$ cat config.mk
export PLATFORM = sky130hd
export DESIGN_NAME = dtu_sync_sequencer
export DESIGN_NICKNAME = d
export VERILOG_FILES = /design/src/rtl/dtu_sync_sequencer.sv
export SDC_FILE = /design/constraint.sdc
export NUM_CORES = 1
export LEC_CHECK = 0
export ABC_AREA = 1
export CELL_PAD_IN_SITES_DETAIL_PLACEMENT = 1
export CELL_PAD_IN_SITES_GLOBAL_PLACEMENT = 1
export CORE_MARGIN = 2
export CORE_UTILIZATION = 35
export CTS_CLUSTER_DIAMETER = 40
export DETAILED_ROUTE_END_ITERATION = 7
export PLACE_DENSITY = 0.82
export SLEW_MARGIN = 20
export SYNTH_ARGS = -nofsm -noshare
export SYNTH_HDL_FRONTEND = slang
export SYNTH_SLANG_ARGS = --single-unit
export TNS_END_PERCENT = 20
$ cat constraint.sdc
create_clock -name clock -period 2.59 [get_ports clock]
set_input_delay 0.518 -clock clock [delete_from_list [all_inputs] [get_ports clock]]
set_output_delay 0.518 -clock clock [all_outputs]
set_load 0.02 [all_outputs]
$ cat src/rtl/dtu_sync_sequencer.sv
// DTU mode sequencer: turns decoded commands into flush/synch controls, aligning
// synch entry and exit to serializer word handshakes and aborting on handshake loss.
module dtu_sync_sequencer #(
   parameter int FLUSH_CYCLES = 8,
   parameter int CNT_W        = 16,
   parameter int TO_W         = 8,
   parameter int HS_TIMEOUT   = 255
) (
   input  logic             clock,
   input  logic             rst,
   input  logic             cmd_valid,
   input  logic [2:0]       cmd_code,
   output logic             cmd_ready,
   input  logic             hshake,
   input  logic [CNT_W-1:0] sync_words_cfg,
   output logic             flush,
   output logic             synch,
   output logic             busy,
   output logic [CNT_W-1:0] sync_cnt,
   output logic             cmd_err,
   output logic             timeout_err,
   output logic [2:0]       state_o
);

   localparam logic [2:0] CMD_FLUSH      = 3'd1;
   localparam logic [2:0] CMD_SYNC_START = 3'd2;
   localparam logic [2:0] CMD_SYNC_STOP  = 3'd3;
   localparam logic [2:0] CMD_FLUSH_SYNC = 3'd4;

   localparam int            FL_W    = $clog2(FLUSH_CYCLES + 1);
   localparam logic [FL_W-1:0] FL_LAST = FL_W'(FLUSH_CYCLES - 1);
   localparam logic [TO_W-1:0] TO_LAST = TO_W'(HS_TIMEOUT - 1);

   typedef enum logic [2:0] {
      ST_IDLE      = 3'd0,
      ST_FLUSH     = 3'd1,
      ST_SYNC_WAIT = 3'd2,
      ST_SYNC      = 3'd3,
      ST_DRAIN     = 3'd4
   } state_t;

   state_t            state, state_nxt;
   logic [FL_W-1:0]   fl_cnt;
   logic [TO_W-1:0]   to_cnt;
   logic              flush_then_sync;
   logic              accept;
   logic              stop_req;
   logic [CNT_W-1:0]  cnt_sat;
   logic              cmd_err_ev, timeout_ev, cnt_clr, cnt_inc;
   logic              flush_nxt, synch_nxt, busy_nxt;
   logic [CNT_W-1:0]  sync_cnt_nxt;

   assign cmd_ready = (state == ST_IDLE || state == ST_SYNC) && !rst;
   assign accept    = cmd_valid && cmd_ready;
   assign stop_req  = accept && (cmd_code == CMD_SYNC_STOP);
   assign cnt_sat   = (sync_cnt == '1) ? sync_cnt : sync_cnt + CNT_W'(1);
   assign state_o   = state;

   always_ff @(posedge clock) begin
      if (rst) begin
         state           <= ST_IDLE;
         fl_cnt          <= '0;
         to_cnt          <= '0;
         flush_then_sync <= 1'b0;
         flush           <= 1'b0;
         synch           <= 1'b0;
         busy            <= 1'b0;
         sync_cnt        <= '0;
         cmd_err         <= 1'b0;
         timeout_err     <= 1'b0;
      end else begin
         state       <= state_nxt;
         flush       <= flush_nxt;
         synch       <= synch_nxt;
         busy        <= busy_nxt;
         sync_cnt    <= sync_cnt_nxt;
         cmd_err     <= cmd_err_ev;
         timeout_err <= timeout_ev;
         fl_cnt      <= (state == ST_FLUSH && state_nxt == ST_FLUSH) ? fl_cnt + FL_W'(1) : '0;
         // Timeout counter runs only while parked in a handshake-waiting state.
         to_cnt      <= ((state == ST_SYNC_WAIT || state == ST_DRAIN) && state_nxt == state)
                        ? to_cnt + TO_W'(1) : '0;
         if (state == ST_IDLE && accept)
            flush_then_sync <= (cmd_code == CMD_FLUSH_SYNC);
      end
   end

   always_comb begin
      state_nxt  = state;
      cmd_err_ev = 1'b0;
      timeout_ev = 1'b0;
      cnt_clr    = 1'b0;
      cnt_inc    = 1'b0;
      case (state)
         ST_IDLE: begin
            if (accept) begin
               case (cmd_code)
                  CMD_FLUSH, CMD_FLUSH_SYNC: state_nxt = ST_FLUSH;
                  CMD_SYNC_START: begin
                     state_nxt = ST_SYNC_WAIT;
                     cnt_clr   = 1'b1;
                  end
                  default: cmd_err_ev = 1'b1;
               endcase
            end
         end
         ST_FLUSH: begin
            if (fl_cnt == FL_LAST) begin
               state_nxt = flush_then_sync ? ST_SYNC_WAIT : ST_IDLE;
               cnt_clr   = flush_then_sync;
            end
         end
         ST_SYNC_WAIT: begin
            if (hshake) begin
               state_nxt = ST_SYNC;
            end else if (to_cnt == TO_LAST) begin
               state_nxt  = ST_IDLE;
               timeout_ev = 1'b1;
            end
         end
         ST_SYNC: begin
            if (accept && !stop_req)
               cmd_err_ev = 1'b1;
            // A stop landing on a word boundary exits straight away, no drain needed.
            if (hshake) begin
               cnt_inc = 1'b1;
               if (stop_req || (sync_words_cfg != '0 && cnt_sat == sync_words_cfg))
                  state_nxt = ST_IDLE;
            end else if (stop_req) begin
               state_nxt = ST_DRAIN;
            end
         end
         ST_DRAIN: begin
            if (hshake) begin
               cnt_inc   = 1'b1;
               state_nxt = ST_IDLE;
            end else if (to_cnt == TO_LAST) begin
               state_nxt  = ST_IDLE;
               timeout_ev = 1'b1;
            end
         end
         default: state_nxt = ST_IDLE;
      endcase
   end

   always_comb begin
      flush_nxt    = (state_nxt == ST_FLUSH);
      synch_nxt    = (state_nxt == ST_SYNC) || (state_nxt == ST_DRAIN);
      busy_nxt     = (state_nxt != ST_IDLE);
      sync_cnt_nxt = sync_cnt;
      if (cnt_clr)
         sync_cnt_nxt = '0;
      else if (cnt_inc)
         sync_cnt_nxt = cnt_sat;
   end

endmodule

Word level (Yosys, flattened, before mapping)
Index checks and enable logic that the tools add are counted.
W data, S select, Z words.
- bitwise operators: 3
- multiplexer cells: 23
- equality and inequality tests: 16
- reduce and logical (&&, ||, !) cells: 25
- $add $sub $neg: 3
- operators by type and width (kind ; number):
    $mux W3 ; 8
    $add A16 B1 Y16 const B ; 1
    $eq A16 B16 Y1 ; 1
    $eq A16 B16 Y1 const B ; 1
    $mux W16 ; 1
    $reduce_bool A16 Y1 ; 1
    $eq A3 B2 Y1 const B ; 5
    $pmux W3 S5 ; 1
    $reduce_or A2 Y1 ; 6
    $eq A3 B1 Y1 const B ; 3
    $eq A3 B3 Y1 const B ; 3
    $mux W1 ; 9
    $add A8 B1 Y8 const B ; 1
    $eq A8 B8 Y1 const B ; 1
    $logic_and A1 B1 Y1 ; 8
    $pmux W3 S2 ; 1
    $reduce_or A3 Y1 ; 2
    $add A4 B1 Y4 const B ; 1
    $eq A4 B3 Y1 const B ; 1
    $logic_or A1 B1 Y1 ; 4
    $pmux W1 S2 ; 2
    $eq A3 B3 Y1 ; 1
    $logic_not A3 Y1 ; 1
    $not A1 Y1 ; 3
    other kinds (3) ; 4
- register bits after elaboration: 37
- output and inout bits: 25
- word-level logic and storage cells: 80
- bits of input ports: 23

Depth between registers and ports, before layout
Gate-level depths: netlist (run 1).
- depth after elaboration: 13
- mapped depth: 18
- mapped depth without buffers: 17

Least setup slack after synthesis (run 1)
Ideal clock, no wire load.
- kind: reg-to-reg
- start: register sync_cnt[0]
- end: register to_cnt[2]
- data required time: 2.467 ns
- slack: 0.222 ns
- path buffers: 1
- data arrival time: 2.245 ns
- clock period less this slack: 2.368 ns
- cell stages (with the launch flop): 18
- library setup time: 0.123 ns
- path through: dfxtp_1 ha_1 nand2_2 nor2_4 nand2_2 clkinv_2 nand2_2 buf_6 nand2_2 nand2_1 nand2_1 nand2_1 nor2_1 nand3_1 o21bai_2 nand3_1 nand2_2 nor3_2
- cells in the longest elaborated chain, start to end: 12
- elaborated cells between the ends (all ways): 13
- those cells by class: add/sub (1); eq/ne (3); mux (4); bitwise (1); reduce/logical (4)
- RTL lines (element ; RTL line ; source):
    from (decl) ; 19 ; output logic [CNT_W-1:0] sync_cnt,
    from (signal assigned) ; 76 ; sync_cnt <= sync_cnt_nxt;
    $add A16 B1 Y16 or $eq A16 B16 Y1 (tied branches) ; 56 ; assign cnt_sat = (sync_cnt == '1) ? sync_cnt : sync_cnt + CNT_W'(1);
    $mux W16 (*) ; 56 ;
    $eq A16 B16 Y1 (*) ; 127 ; if (stop_req || (sync_words_cfg != '0 && cnt_sat == sync_words_cfg))
    $logic_and A1 B1 Y1 (*) ; 127 ;
    $logic_or A1 B1 Y1 (*) ; 127 ;
    $mux W3 (*) ; 127 ;
    $mux W3 (*) ; 125 ; if (hshake) begin
    $pmux W3 S5 (*) ; 94 ; case (state)
    $eq A3 B3 Y1 (*) ; 81 ; to_cnt <= ((state == ST_SYNC_WAIT || state == ST_DRAIN) && state_nxt == state)
    $logic_and A1 B1 Y1 (*) ; 81 ;
    $not A1 Y1 (no source line) (*) ; -- ;
    $reduce_or A2 Y1 (no source line) (*) ; -- ;
    to (signal assigned) ; 81 ;
    to (decl) ; 44 ; logic [TO_W-1:0] to_cnt;
Every way passes the cells marked *; elsewhere a longest branch is shown, timed or not.
A chain may end at the register's enable or synchronous reset.

Worst setup path in the final report (run 1)
- start: register sync_cnt[1]
- end: register to_cnt[2]
The elaborated chain is that of the path after synthesis.

==> results of run 1 <==
## stage by stage
stage | cell area, um^2 | setup WS [ns] | cells
6_report | 3500 | 0.111 | 568
5_1_grt | 3500 | -0.0659 | 568
4_1_cts | 3340 | 0.0571 | 562
3_5_place_dp | 3220 | 0.0712 | 554
3_3_place_gp | 3220 | 0.129 | 554
2_1_floorplan | 2450 | 0.222 | 391
## flip-flops by register name, summed over array words and instances (netlist names)
signal	cells
to_cnt	8
busy	1
synch	1
sync_cnt	16
timeout_err	1
state_o	3
fl_cnt	4
flush	1
flush_then_sync	1
cmd_err	1
## layout make-up
class | instances | area (um^2) | share of cell area [%]
Clock buffer | 6 | 82.6 | 2.36
Clock inverter | 2 | 37.5 | 1.07
Inverter | 63 | 239 | 6.82
Multi-Input combinational cell | 286 | 1550 | 44.2
Sequential cell | 37 | 747 | 21.3
Tap cell | 96 | 120 | 3.43
Timing Repair Buffer | 78 | 729 | 20.8
## cells by family (layout without fill, tap and decap cells)
| family | after synthesis | after routing | synth area share, % |
|---|---|---|---|
| DFF | 37 | 37 | 30.2 |
| buffers and inverters | 68 | 149 | 10.8 |
| xor gates and xnor gates | 11 | 11 | 3.93 |
| adders and majority gates | 4 | 4 | 2.04 |
| and+or+nand+nor | 229 | 229 | 43.8 |
| AOI/OAI and AO/OA | 42 | 42 | 9.23 |
## worst max-delay path, stage by stage (launching register included)
cell and delay (ns):
dfxtp_2 0.36, ha_4 0.14, nand2_2 0.07, nor2_4 0.16, nand2_4 0.09, inv_4 0.08
nand2_4 0.07, buf_8 0.15, nand2_2 0.09, inv_2 0.05, nand2_1 0.06, nand2_1 0.06
nor2_1 0.10, nand4_1 0.14, o21bai_4 0.24, nand2_2 0.09, nand2_2 0.08, nand3_4 0.15
nor3_2 0.21
## power groups by stage
stage | clock [mW] | combinational (mW) | sequential (mW)
after global placement | 0 | 0.136 | 0.591
after detailed placement | 0 | 0.139 | 0.591
after CTS | 0.559 | 0.141 | 0.578
after global routing | 0.576 | 0.161 | 0.579
final | 0.544 | 0.147 | 0.578
after floorplan | 0 | 0.0605 | 0.597
## routing by layer
metal | track usage, % | wire length (um) | vias up
li1 | - | - | 1411
met1 | 25.4 | 3490 | 1377
met2 | 40.6 | 4480 | 51
met3 | 4.71 | 317 | 6
met4 | 6.57 | 82 | 0
met5 | 0 | 0 | -
## final timing paths
path          startpoint   endpoint  cells past startpoint
min            fl_cnt[0]  fl_cnt[0]                      1
max reg2reg  sync_cnt[1]  to_cnt[2]                     18
min reg2reg    fl_cnt[0]  fl_cnt[0]                      1
max          sync_cnt[1]  to_cnt[2]                     18
## what timing repair did
item / in CTS / in global routing
hold buffers: 0 / 0
buffers inserted: 0 / 6
endpoints found under the setup margin: 0 / 11
resized for setup: 0 / 34
## placed cells by master, fill, tap and decap left out, drive strengths merged
| master | netlist | layout |
|---|---|---|
| clkdlybuf4s50 | 0 | 46 |
| ha | 4 | 4 |
| nor2 | 47 | 47 |
| xnor2 | 4 | 4 |
| clkinvlp | 0 | 1 |
| bufinv | 0 | 1 |
| o21a | 1 | 1 |
| nand3 | 41 | 41 |
| nand2 | 112 | 112 |
| o21bai | 1 | 1 |
| nand4 | 14 | 14 |
| a31oi | 1 | 1 |
| xor2 | 7 | 7 |
| inv | 62 | 63 |
| o32ai | 1 | 1 |
| o211ai | 1 | 1 |
| a21oi | 23 | 23 |
| clkbuf | 3 | 6 |
| nor3 | 13 | 13 |
| dlymetal6s2s | 0 | 1 |
| nor3b | 1 | 1 |
| o21ai | 14 | 14 |
| buf | 2 | 31 |
| dfxtp | 37 | 37 |
| nor4 | 1 | 1 |
==> flow_summary_export.csv, run 1 <==
group,metric,value,unit
logic_synthesis,synth_area_leader_cell,"dfxtp_1",
cells_and_area,drive_above_1_share,19.3,%
route,viasPerCell,5.01,
cells_and_area,area_growth,42.9,%
die,start_util,36.1,%
power,pwr-share-clk,42.9,%
grt,grt_pass1_wl,13.2,mm
route,drt_iter0_drc,82,
sta,setup-violations-final,0,
sta,drv_slew,0,
sta,worst_slew_pin_slew,0.452,ns
cts,cts_root_buf,"clkbuf_8",
min_path,min_path_type,"flop to flop",
cts,cts_tree,"done",
die,die_area,7690,um^2
worst_setup_path,r2r_setup_slack,0.11,ns
sta,skew,0.0106,ns
run_status,outcome,"complete, no violations",
placement,dp_hpwl,6.35,mm
logic_synthesis,synthMostInstantiatedCell,"nand2_1",
power,switchingPower,0.314,mW
logic_synthesis,ys_top_cells_by_count,"100 x nand2_1, 56 x inv_1, 42 x nor2_1",
worst_setup_path,cp-end-kind,"flop",
grt,antenna_found_initial,0,
route,drt_pass1_iterations,4,
cells_and_area,post-route-util,51.6,%
logic_synthesis,netlist_top_cells_area,"dfxtp_1 30%, nand2_1 15%, inv_1 8.6%",
worst_setup_path,path_max_fanout,12,
cells_and_area,nNetsFinal,498,
power,peakVddDrop,0.000223,V
power,leakage,1.50,nW
grt,grt_pass1_vias,2892,
die,die_h,87.7,um
cts,clk_latency,0.30,ns
power,pwr-share-comb,11.6,%
logic_synthesis,synth_seq_cells,37,
die,row_count,30,
logic_synthesis,synthCells,391,
logic_synthesis,synth_ff_type,"dfxtp_1",
grt,grt_max_degree,19,
worst_setup_path,cp.required,2.82,ns
sta,fmax,403,MHz
placement,gp_congestion,0.836,
route,drc,0,
logic_synthesis,synth-async-reset-ratio,0,%
sta,timing.hold.ws,0.467,ns
route,antenna_left,0,
worst_setup_path,path_class,"flop to flop",
grt,grt_usage,22.1,%
logic_synthesis,synth_cell_types,30,
sta,finalHoldViolCount,0,
power,fin_total_pwr,1.27,mW
cts,cts.reportedPaths.clkPinSlew,0.09,ns
sta,min_period,2.48,ns
logic_synthesis,yosysWarningCount,0,
worst_setup_path,cp-start-kind,"flop",
logic_synthesis,syn_nets,418,
logic_synthesis,syn_area_per_cell,6.27,um^2
logic_synthesis,synth-edff-count,0,
worst_setup_path,cp_data_arrival_time,2.71,ns
cts,cts_buffer_depth,2,
route,avgRoutedWirePerCell,14.7,um
placement,port_buffers,47,
logic_synthesis,netlist_area,2450,um^2
die,coreArea,6790,um^2
route,wirelength,8.37,mm
flow_run,drv_cap,0,
die,io_pins,48,
power,power_density,362,nW/um^2
sta,period_share,95.7,%
sta,fin_tns_setup,0,ns
cells_and_area,nFillCells,912,
grt,grt-ovfl-total,0,
cts,clock_sinks,37,
power,power.share.switching,24.8,%
route,num_vias,2845,
cts,cts_buffers,5,
logic_synthesis,yosysTopAreaCellShare,30.2,%
power,p_int,0.955,mW
power,seq_power_share,45.6,%
cts,htree_levels,2,
cells_and_area,insertedDiodeCount,0,
logic_synthesis,ys_seq_area_share,30.2,%
sta,slew_headroom,69.9,%
die,fp.dieW,87.7,um
No activity file was read; power rests on OpenSTA's default activity.
==> run 2, diff against run 1 <==
- CAP_MARGIN: not set -> 20
- TNS_END_PERCENT: 20 -> 10
==> flow_summary_export.csv, run 2 (synthesis results as in run 1) <==
group,metric,value,unit
worst_setup_path,path_class,"flop to flop",
sta,rsz0062_at_grt,"true",
power,peakVddDrop,0.000215,V
sta,layout_setup_ws,0.105,ns
die,fp.dieW,87.7,um
die,die_area,7690,um^2
worst_setup_path,path_max_fanout,12,
sta,timing.hold.ws,0.467,ns
grt,grt_usage,22.1,%
route,drt_pass1_iterations,4,
route,wirelength,8.05,mm
cts,cts.reportedPaths.clkPinSlew,0.08,ns
placement,gp_congestion,0.836,
grt,grt_pass1_wl,13.2,mm
sta,worst_slew_pin_slew,0.462,ns
cts,cts_root_buf,"clkbuf_8",
route,drc,0,
placement,place_area,3220,um^2
cts,clk_latency,0.30,ns
cells_and_area,final_common_cell,"nand2_1",
power,leakage,1.45,nW
placement,dpl.cell_count,554,
sta,period_share,96.0,%
placement,dp_hpwl,6.35,mm
route,drt_iter0_drc,90,
die,start_util,36.1,%
flow_run,drv_cap,0,
sta,fmax,402,MHz
cells_and_area,largest_register_ffs,16,
cells_and_area,area_growth,39.9,%
grt,grt_max_degree,19,
grt,antenna_found_initial,0,
run_status,outcome,"complete, no violations",
min_path,min_path_type,"flop to flop",
cts,cts_buffers,5,
cells_and_area,reg_top3,"sync_cnt: 16 flops, to_cnt: 8 flops, fl_cnt: 4 flops",
sta,fin_tns_setup,0,ns
cts,cts_buffer_depth,2,
cells_and_area,final_cell_mix,"100 x nand2_1, 56 x inv_1, 46 x clkdlybuf4s50_1",
cts,clock_sinks,37,
route,viasPerCell,4.96,
route,antenna_left,0,
route,num_vias,2807,
die,die_h,87.7,um
grt,grt-ovfl-total,0,
worst_setup_path,cp.required,2.82,ns
sta,slew_headroom,69.1,%
sta,drv_slew,0,
sta,finalHoldViolCount,0,
grt,grt_pass1_vias,2892,
power,fin_total_pwr,1.26,mW
placement,port_buffers,47,
cells_and_area,post-route-util,50.5,%
die,coreArea,6790,um^2
die,io_pins,48,
sta,skew,0.00696,ns
worst_setup_path,cp-start-kind,"flop",
cells_and_area,regMostFlops,"sync_cnt",
cells_and_area,insertedDiodeCount,0,
worst_setup_path,cp_data_arrival_time,2.72,ns
power,power_density,367,nW/um^2
route,avgRoutedWirePerCell,14.2,um
cells_and_area,stdcell_area,3430,um^2
cells_and_area,drive_above_1_share,16.8,%
cts,htree_levels,2,
cts,cts_tree,"done",
die,row_count,30,
sta,setup-violations-final,0,
sta,min_period,2.49,ns
cells_and_area,stdcell_count,566,
worst_setup_path,cp-end-kind,"flop",
placement,post-place-ws,0.0712,ns
cells_and_area,nNetsFinal,496,
## run 2: cell count changes in the layout (fill, tap and decap cells not counted)
cell,previous run,this run
nand2_1,97,100
nand3_2,2,1
o21ai_2,1,0
nor2_1,36,38
nor2_4,6,4
dfxtp_1,32,35
clkinv_2,0,1
o21ai_1,2,3
buf_4,28,27
inv_4,1,0
nand2_4,4,1
dfxtp_2,5,2
nand3_1,38,39
buf_8,1,0
## run 2: worst max-delay path, cell delays in order (launching register included)
cell and delay, ns:
dfxtp_2 0.36, ha_4 0.14, nand2_2 0.07, nor2_4 0.12
nand2_2 0.10, clkinv_2 0.07, nand2_2 0.09, buf_6 0.16
nand2_2 0.10, inv_2 0.05, nand2_1 0.06, nand2_1 0.06
nor2_1 0.12, nand4_1 0.14, o21bai_4 0.24, nand2_2 0.09
nand2_2 0.08, nand3_4 0.15, nor3_2 0.21
## run 2: final cells by class
class / count / area, um^2
clock inverter: 2 / 37.5
inverter: 63 / 238
tap: 96 / 120
clock buffer: 6 / 82.6
sequential: 37 / 743
timing repair buffer: 76 / 707
multi-input combinational: 286 / 1500
fill: 914 / 3360
## run 2: power by group
group | internal, mW | switching, mW | leakage (nW)
Clock | 0.313 | 0.225 | 0.0574
Combinational | 0.0653 | 0.0767 | 1.09
Sequential | 0.574 | 0.00412 | 0.299
## run 2: repair_timing
item / CTS / global route
setup endpoints to repair: 0 / 11
setup buffers: 0 / 4
hold buffers: 0 / 0
gates resized for setup: 0 / 16
## run 2: final timing paths
check,from,end,slack [ns],cells after the start
min,fl_cnt[0],fl_cnt[0],0.47,1
max,sync_cnt[0],to_cnt[2],0.10,18
min reg2reg,fl_cnt[0],fl_cnt[0],0.47,1
max reg2reg,sync_cnt[0],to_cnt[2],0.10,18
## run 2: routing by layer
layer	vias to the layer above	track usage, %	wire length [um]
met3	8	4.71	314
met5	-	0	0
met1	1341	25.4	3450
met4	0	6.57	95
met2	51	40.6	4190
li1	1407	-	-
